--- src/rtl/sseg_pkg.sv ---
// Shared types and constants for the serial 7-segment driver.
package sseg_pkg;

  typedef enum logic [1:0] {
    IDLE,
    LOAD,
    SHIFT,
    LATCH
  } state_e;

  localparam logic [7:0] BLANK_SEG = 8'hFF;

  // Active-low {dp,g,f,e,d,c,b,a}, dp off
  localparam logic [7:0] HEX_SEG [16] = '{
    8'hC0, 8'hF9, 8'hA4, 8'hB0, 8'h99, 8'h92, 8'h82, 8'hF8,
    8'h80, 8'h90, 8'h88, 8'h83, 8'hC6, 8'hA1, 8'h86, 8'h8E
  };

endpackage

--- src/rtl/sseg_hex_decode.sv ---
// Nibble to active-low segment byte, with optional decimal point.
module sseg_hex_decode
  import sseg_pkg::*;
(
  input  logic [3:0] nibble_i,
  input  logic       dp_i,
  output logic [7:0] seg_o
);

  always_comb begin
    seg_o = HEX_SEG[nibble_i];
    if (dp_i) seg_o[7] = 1'b0;
  end

endmodule

--- src/rtl/sseg_serial_drv.sv ---
// Serialises one byte per digit into an external 7-segment shift-register
// chain, most significant digit and bit first, then pulses the latch enable.
module sseg_serial_drv
  import sseg_pkg::*;
#(
  parameter int unsigned DIGITS  = 8,
  parameter int unsigned CLK_DIV = 1
) (
  input  logic                  clk,
  input  logic                  rst,
  input  logic                  Start,
  input  logic                  mode,
  input  logic                  flash,
  input  logic [4*DIGITS-1:0]   Hexs,
  input  logic [8*DIGITS-1:0]   Raw,
  input  logic [DIGITS-1:0]     point,
  input  logic [DIGITS-1:0]     LES,
  output logic                  seg_clk,
  output logic                  seg_sout,
  output logic                  SEG_PEN,
  output logic                  seg_clrn,
  output logic                  busy,
  output logic                  done
);

  localparam int unsigned NBITS = 8 * DIGITS;
  localparam int unsigned BCW   = $clog2(NBITS + 1);
  localparam int unsigned DVW   = (CLK_DIV > 1) ? $clog2(CLK_DIV) : 1;
  localparam logic [DVW-1:0] DIV_LAST  = DVW'(CLK_DIV - 1);
  localparam logic [BCW-1:0] BITS_INIT = BCW'(NBITS);

  state_e             state_q;
  logic               start_q;
  logic               start_prev_q;
  logic [NBITS-1:0]   sreg_q;
  logic [NBITS-1:0]   frame_d;
  logic [BCW-1:0]     bitcnt_q;
  logic [DVW-1:0]     div_q;
  logic               seg_clk_q;
  logic               seg_pen_q;
  logic               seg_clrn_q;
  logic               busy_q;
  logic               done_q;
  logic               start_edge;

  assign start_edge = start_q & ~start_prev_q;

  for (genvar i = 0; i < DIGITS; i++) begin : g_digit
    logic [7:0] hex_seg;

    sseg_hex_decode u_dec (
      .nibble_i (Hexs[4*i +: 4]),
      .dp_i     (point[i]),
      .seg_o    (hex_seg)
    );

    assign frame_d[8*i +: 8] = (flash && LES[i]) ? BLANK_SEG :
                               (mode ? Raw[8*i +: 8] : hex_seg);
  end

  always_ff @(posedge clk or posedge rst) begin
    if (rst) begin
      state_q      <= IDLE;
      start_q      <= 1'b0;
      start_prev_q <= 1'b0;
      sreg_q       <= '0;
      bitcnt_q     <= '0;
      div_q        <= '0;
      seg_clk_q    <= 1'b0;
      seg_pen_q    <= 1'b1;
      seg_clrn_q   <= 1'b0;
      busy_q       <= 1'b0;
      done_q       <= 1'b0;
    end else begin
      start_q      <= Start;
      start_prev_q <= start_q;
      seg_clrn_q   <= 1'b1;
      done_q       <= 1'b0;
      case (state_q)
        IDLE: begin
          if (start_edge) begin
            state_q   <= LOAD;
            busy_q    <= 1'b1;
            seg_pen_q <= 1'b0;
          end
        end
        LOAD: begin
          sreg_q    <= frame_d;
          bitcnt_q  <= BITS_INIT;
          div_q     <= '0;
          seg_clk_q <= 1'b0;
          state_q   <= SHIFT;
        end
        SHIFT: begin
          if (div_q == DIV_LAST) begin
            div_q <= '0;
            if (!seg_clk_q) begin
              seg_clk_q <= 1'b1;
            end else begin
              // End of high phase: advance to the next bit or finish the frame
              seg_clk_q <= 1'b0;
              bitcnt_q  <= bitcnt_q - 1'b1;
              if (bitcnt_q == BCW'(1)) begin
                sreg_q    <= '0;
                seg_pen_q <= 1'b1;
                state_q   <= LATCH;
              end else begin
                sreg_q <= {sreg_q[NBITS-2:0], 1'b0};
              end
            end
          end else begin
            div_q <= div_q + 1'b1;
          end
        end
        LATCH: begin
          busy_q  <= 1'b0;
          done_q  <= 1'b1;
          state_q <= IDLE;
        end
        default: state_q <= IDLE;
      endcase
    end
  end

  assign seg_clk  = seg_clk_q;
  assign seg_sout = sreg_q[NBITS-1];
  assign SEG_PEN  = seg_pen_q;
  assign seg_clrn = seg_clrn_q;
  assign busy     = busy_q;
  assign done     = done_q;

endmodule

--- config.mk ---
export PLATFORM = sky130hd
export DESIGN_NAME = sseg_serial_drv
export DESIGN_NICKNAME = d
export VERILOG_FILES = /design/src/rtl/sseg_pkg.sv /design/src/rtl/sseg_hex_decode.sv /design/src/rtl/sseg_serial_drv.sv
export SDC_FILE = /design/constraint.sdc
export NUM_CORES = 1
export LEC_CHECK = 0
export CAP_MARGIN = 10
export CORE_ASPECT_RATIO = 0.6
export CORE_MARGIN = 8
export CORE_UTILIZATION = 53
export DETAILED_ROUTE_END_ITERATION = 10
export GPL_TIMING_DRIVEN = 0
export PLACE_DENSITY = 0.81
export SETUP_SLACK_MARGIN = 0.5
export SYNTH_ARGS = -nofsm -noshare
export SYNTH_HDL_FRONTEND = slang
export SYNTH_HIERARCHICAL = 1
export SYNTH_SLANG_ARGS = --single-unit
--- constraint.sdc ---
create_clock -name clk -period 2.9 [get_ports clk]
set_clock_uncertainty 0.1 [all_clocks]
set_input_delay 0.435 -clock clk [delete_from_list [all_inputs] [get_ports clk]]
set_output_delay 0.435 -clock clk [all_outputs]
set_load 0.01 [all_outputs]
; ---- Word level (Yosys, flattened, before mapping)
; Memory sizes are Yosys's and may differ from the RTL's.
; Index checks and enable logic that the tools add are counted.
; Widths: inputs -> output; s select.
[op_classes]
add_sub_neg = 2
n_lt_le_gt_ge = 8
n_eq_ne = 8
mux = 65
bitwise = 10
n_reduce_logical = 17
[ops]
columns = op, count
row1 = $mux 8, 32
row2 = $mux 64, 3
row3 = $pmux 64 s2, 1
row4 = $ge 5x5->1 const B, 8
row5 = $not 4->5, 8
row6 = $mux 1, 17
row7 = $mux 7, 2
row8 = $pmux 7 s2, 1
row9 = $logic_and 1x1->1, 8
row10 = $mux 2, 4
row11 = $ne 2x2->1 const B, 4
row12 = $pmux 1 s2, 4
row13 = $pmux 2 s4, 1
row14 = $eq 7x1->1 const B, 1
row15 = $sub 7x1->7 const B, 1
row16 = $reduce_bool 2->1, 3
row17 = $reduce_and 5->1, 1
row18 = $eq 2x2->1 const B, 2
row19 = $reduce_and 2->1, 2
row20 = $reduce_and 4->1, 1
row21 = $reduce_and 3->1, 1
row22 = $eq 2x1->1 const B, 1
row23 = $logic_not 2->1, 1
row24 = $add 1x1->1 const B, 1
row25 = 2 further kinds, 2
[totals]
regBits = 81
mem_bits_ro = 1024
in_bits = 117
word_cells = 129
mem_count = 8
[mem_list]
columns = memory, words, word_bits, rd, rd_ports_with_merged_regs, wr, line_no
row1 = (name not given), 16, 8, 1, 0, 0, sseg_hex_decode.sv:11  ; seg_o = HEX_SEG[nibble_i];
row2 = (name not given), 16, 8, 1, 0, 0, sseg_hex_decode.sv:11
row3 = (name not given), 16, 8, 1, 0, 0, sseg_hex_decode.sv:11
row4 = (name not given), 16, 8, 1, 0, 0, sseg_hex_decode.sv:11
row5 = (name not given), 16, 8, 1, 0, 0, sseg_hex_decode.sv:11
row6 = (name not given), 16, 8, 1, 0, 0, sseg_hex_decode.sv:11
row7 = 2 more memories, -, -, -, -, -, -

; ---- Depth between registers and ports, before layout
[logic_depth]
depth_word = 8
depth_mapped = 8

; ---- By module
; The synthesis kept the hierarchy.
[by_module_without_submodules]
columns = mod, instances, cells_per_inst, area_each_um2, seq_area_each_um2
row1 = sseg_serial_drv, 1, 368, 4242.8, 2003.2
row2 = sseg_hex_decode at g_digit[3].u_dec ..., 5, 33, 279.0, 0.0
row3 = sseg_hex_decode at g_digit[0].u_dec ..., 3, 34, 272.8, 0.0

; ---- Least setup slack after synthesis
; Ideal clock, no wire load.
[synth_path]
path_kind = input port to flip-flop
startpoint = input port Hexs[13]
endpoint = register sreg_q[27]
setup_ns = 0.126
arrival_ns = 1.712
required_time_ns = 2.674
setup_slack_ns = 0.962
cell_stages = 7
path_buffers = 0
cell_sequence = inv_1 > ha_1 > inv_1 > mux4_1 > mux2i_1 > a21oi_1 > a221o_1
[synth_via]
elab_chain_len = 7
[synth_rtl]
columns = element, line_no
row1 = "start, declared", sseg_serial_drv.sv:14  ; input logic [4*DIGITS-1:0] Hexs,
row2 = $not 4->5 (not written as such), sseg_hex_decode.sv:11
row3 = $mem_v2 16x8, -
row4 = $mux 8 (not written as such) (2 in a row), sseg_hex_decode.sv:11
row5 = via g_digit[3].hex_seg[3], sseg_serial_drv.sv:49  ; logic [7:0] hex_seg;
row6 = $mux 8, sseg_serial_drv.sv:58  ; (mode ? Raw[8*i +: 8] : hex_seg);
row7 = $mux 8, sseg_serial_drv.sv:57  ; assign frame_d[8*i +: 8] = (flash && LES[i]) ? BLANK_SEG :
row8 = $pmux 64 s2, sseg_serial_drv.sv:79  ; case (state_q)
row9 = "end signal, assigned", sseg_serial_drv.sv:88  ; sreg_q <= frame_d;
row10 = "end signal, assigned", sseg_serial_drv.sv:108  ; sreg_q <= {sreg_q[NBITS-2:0], 1'b0};
row11 = "end, declared", sseg_serial_drv.sv:35  ; logic [NBITS-1:0] sreg_q;
; The timed path passes the listed nets, and every way through them passes these cells. The select of a mux whose other input is x is not followed.
; A chain may end at the register's enable or synchronous reset.

; ---- Worst setup path after layout
[layout_path]
startpoint = input port Hexs[1]
endpoint = register sreg_q[3]
[layout_via]
elab_chain_len = 7
[layout_rtl]
columns = element, line_no
row1 = $not 4->5 (not written as such), sseg_hex_decode.sv:11
row2 = $mem_v2 16x8, -
row3 = $mux 8 (not written as such) (2 in a row), sseg_hex_decode.sv:11
row4 = via g_digit[0].hex_seg[3], sseg_serial_drv.sv:49
row5 = $mux 8, sseg_serial_drv.sv:58
row6 = $mux 8, sseg_serial_drv.sv:57
row7 = $pmux 64 s2, sseg_serial_drv.sv:79
; The timed path passes the listed nets, and every way through them passes these cells. The select of a mux whose other input is x is not followed.

==> impl_metrics.csv <==
group,metric,value,unit
synthesis,synthDistinctLibCells,43,
timing,drv_slew,0,
synthesis,ys_warn_count,6,
synthesis,synthTopCellsByCount,"103 x mux2i_1, 79 x dfrtp_1, 76 x a21oi_1, 63 x ha_1, 60 x a221o_1",
global_route,overflow,0,
die,coreArea,12000,um^2
worst_setup_path,crit_type,"input port to flip-flop",
worst_setup_path,crit_family,"buffers and inverters",
die,rows,31,
timing,fin_tns_setup,0,ns
global_route,grt_max_degree,33,
worst_setup_path,max_stage_delay,0.59,ns
synthesis,synth_area_leaders,"dfrtp_1 31%, mux2i_1 16%, ha_1 12%, a221o_1 9.3%, a21oi_1 5.9%",
worst_setup_path,path_cells,"clkdlybuf4s50_1 -> inv_1 -> ha_1 -> inv_1 -> mux4_2 -> mux2i_1 -> a21oi_1 -> a221o_1",
min_path,hp-class,"flip-flop to flip-flop",
synthesis,synth_area,6460,um^2
worst_setup_path,cp_slowest_cell,"clkdlybuf4s50_1",
timing,hold_slack,0.284,ns
worst_setup_path,crit_top_cell,"inv_1",
die,die_y,101,um
synthesis,ys_ff_latch,80,
timing,period_minus_slack,2.33,ns
placement,port_buffers,120,
status,status,"completed",
die,start_util,53.9,%
clock_tree,cts_buffer_depth,2,
worst_setup_path,cp.arrival,2.45,ns
worst_setup_path,crit_buf_inv,3,
timing,layout_setup_ws,0.575,ns
timing,max_clock_freq,430,MHz
final_layout,drive_above_1_share,9.34,%
drt,detail-route-antenna-nets,0,
placement,place.gp.congestion,0.893,
worst_setup_path,r2r_end,"sreg_q[1]$_DFFE_PP0P_",
global_route,grt_pass1_wl,27700,um
timing,tightest_slew,0.591,ns
synthesis,synth_top_area_share,30.6,%
die,dieWidth,158,um
job,drv_cap,0,
drt,via_count,5515,
worst_setup_path,reg2reg_from,"state_q[0]$_DFFE_PP0P_",
placement,place_ws,0.0531,ns
synthesis,yosys.area.top_type,"dfrtp_1",
worst_setup_path,crit_fanout,6,
worst_setup_path,critical_path_depth,8,
clock_tree,cts_tree,"yes",
clock_tree,postCtsSetupRepairBufs,0,
min_path,min_path_cells,0,
placement,dp_hpwl,12900,um
synthesis,avgSynthCellArea,10.2,um^2
power_and_ir_drop,power_leakage,3.90,nW
final_layout,fill_cells,908,
global_route,antenna_found_initial,0,
synthesis,syn_nets,815,
worst_setup_path,cp_data_required_time,3.02,ns
die,die_area,16100,um^2
synthesis,ys.flop_type,"dfrtp_1",
final_layout,syn_to_final_growth,26.6,%
min_path,worstHoldEndpoint,"start_prev_q$_DFF_PP0_",
timing,relSlewSlack,60.2,%
drt,wl_per_cell,18.2,um
timing,setup_viol,0,
synthesis,netlist_instances,635,
power_and_ir_drop,p_per_area,671,nW/um^2
worst_setup_path,crit_path_start_kind,"input port",
final_layout,multi_input_area,4000,um^2
power_and_ir_drop,finalPower,5.48,mW
drt,drtIter0Drc,498,
drt,detail_route.wirelength,17000,um
final_layout,regArea,2000,um^2
worst_setup_path,r2r_cells,7,
min_path,holdCritStartpoint,"start_q$_DFF_PP0_",
final_layout,n_antenna_cell,0,
die,io_pins,123,
synthesis,synth_edf_count,0,
worst_setup_path,critPathCaptureType,"flip-flop",
global_route,grt.total_usage,21.4,%
timing,rsz0062_at_grt,"true",
drt,vias_per_cell,5.89,
worst_setup_path,regToRegSetupSlack,0.66,ns
drt,post-route-drc-count,0,
global_route,grt_pass1_vias,5542,
power_and_ir_drop,peakVddDrop,0.000378,V
timing,hold_violations,0,
drt,dr.pass1.iters,5,
clock_tree,clock_sinks,80,
clock_tree,cts_made_buffers,9,
clock_tree,clk-insertion-delay-late,0.33,ns
clock_tree,htree_levels,3,
synthesis,async_flop_share,100,%
synthesis,ys_seq_area_share,31.0,%
final_layout,nets,948,
clock_tree,root_buffer,"clkbuf_16",
timing,fin_crit_sh,80.2,%
clock_tree,clkSlewWorstSetupHoldPaths,0.06,ns
synthesis,yosysMostFrequentCell,"mux2i_1",
==> what timing repair did <==
action / in CTS / in global routing
setup endpoints to repair: 5 / 11
gates cloned: 0 / 0
resized for setup: 7 / 8
hold buffers: 0 / 0
pin swaps: 0 / 0
==> power by group <==
| group | leakage, nW | total (mW) | switching, mW | internal [mW] |
|---|---|---|---|---|
| clock network | 0.126 | 1.01 | 0.414 | 0.593 |
| logic | 2.80 | 2.43 | 1.19 | 1.23 |
| registers | 0.977 | 2.05 | 0.380 | 1.67 |
| total | 3.90 | 5.48 | 1.99 | 3.49 |
==> layout make-up <==
class,count,share of cell area [%]
Buffer,46,3.84
Clock buffer,13,3.06
Clock inverter,1,0.0612
Inverter,38,1.79
Multi-Input combinational cell,471,48.9
Sequential cell,80,24.5
Tap cell,165,2.53
Timing Repair Buffer,122,15.3
==> routing by layer <==
layer | global-route usage (%) | wire length [um] | part of all wire [%]
met5 | 0 | 0 | 0
met4 | 4.76 | 204 | 1.2
met3 | 4.90 | 1040 | 6.1
met2 | 33.6 | 7890 | 46
met1 | 29.6 | 7910 | 46
==> cells in the final DEF (no fill, tap or decap), types with 2 or more instances in the layout <==
cell type / count
clkdlybuf4s50_1: 105
mux2i_1: 103
dfrtp_1: 79
a21oi_1: 76
ha_1: 63
a221o_1: 60
nor2_1: 47
inv_1: 37
nand2_1: 23
buf_2: 21
buf_6: 14
clkbuf_1: 13
o21ai_0: 11
a22o_1: 10
nand2b_1: 9
clkbuf_16: 9
a32o_1: 8
dlymetal6s2s_1: 8
dlygate4sd2_1: 7
mux2_2: 6
o21ai_1: 6
mux4_1: 5
and2b_2: 5
or3b_1: 5
o211ai_1: 4
nand3_1: 3
a221o_2: 3
mux4_2: 3
clkbuf_8: 2
a31oi_1: 2
xor2_1: 2
o31ai_1: 2
xnor2_1: 2
buf_12: 2
==> registers in the layout (all words and copies together), names as in the netlist <==
name	cells
done	1
busy	1
bitcnt_q	7
start_q	1
seg_clrn	1
SEG_PEN	1
seg_clk	1
start_prev_q	1
state_q	2
sreg_q	64
==> logic make-up after synthesis <==
logic type / count (synthesis) / synth area share, %
buf+inv: 84 / 7.07
fa+ha+maj: 63 / 12.2
xor+xnor: 4 / 0.543
flops: 80 / 31.0
other cells: 1 / 0.0581
simple gates: 97 / 7.42
mux: 117 / 20.1
compound gates: 189 / 21.6
==> per-stage QoR <==
stage	instances	area (um^2)	util, %
after floorplan	635	6460	-
after global placement	920	7870	65.6
after detailed placement	922	7910	66.0
after CTS	936	8150	68.0
after global routing	936	8170	68.2
final	936	8170	68.2
==> worst max path at each step <==
stage / startpoint / end / slack [ns]
6_report: Hexs[1] / sreg_q[3]$_DFFE_PP0P_ / 0.57
5_1_grt: Hexs[1] / sreg_q[3]$_DFFE_PP0P_ / 0.47
4_1_cts: Hexs[28] / sreg_q[59]$_DFFE_PP0P_ / 0.51
2_1_floorplan: Hexs[13] / sreg_q[27]$_DFFE_PP0P_ / 0.96
3_3_place_gp: Hexs[20] / sreg_q[43]$_DFFE_PP0P_ / 0.11
3_5_place_dp: Hexs[16] / sreg_q[35]$_DFFE_PP0P_ / 0.05
==> worst reg2reg max path, cell delays in order, from the launching register on <==
cell and delay, ns:
dfrtp_1 0.41, inv_1 0.12, ha_1 0.25, nand2b_1 0.13, buf_2 0.26, clkbuf_1 0.46
a21oi_1 0.10, a221o_1 0.28
Power figures use the tool's default switching activity.
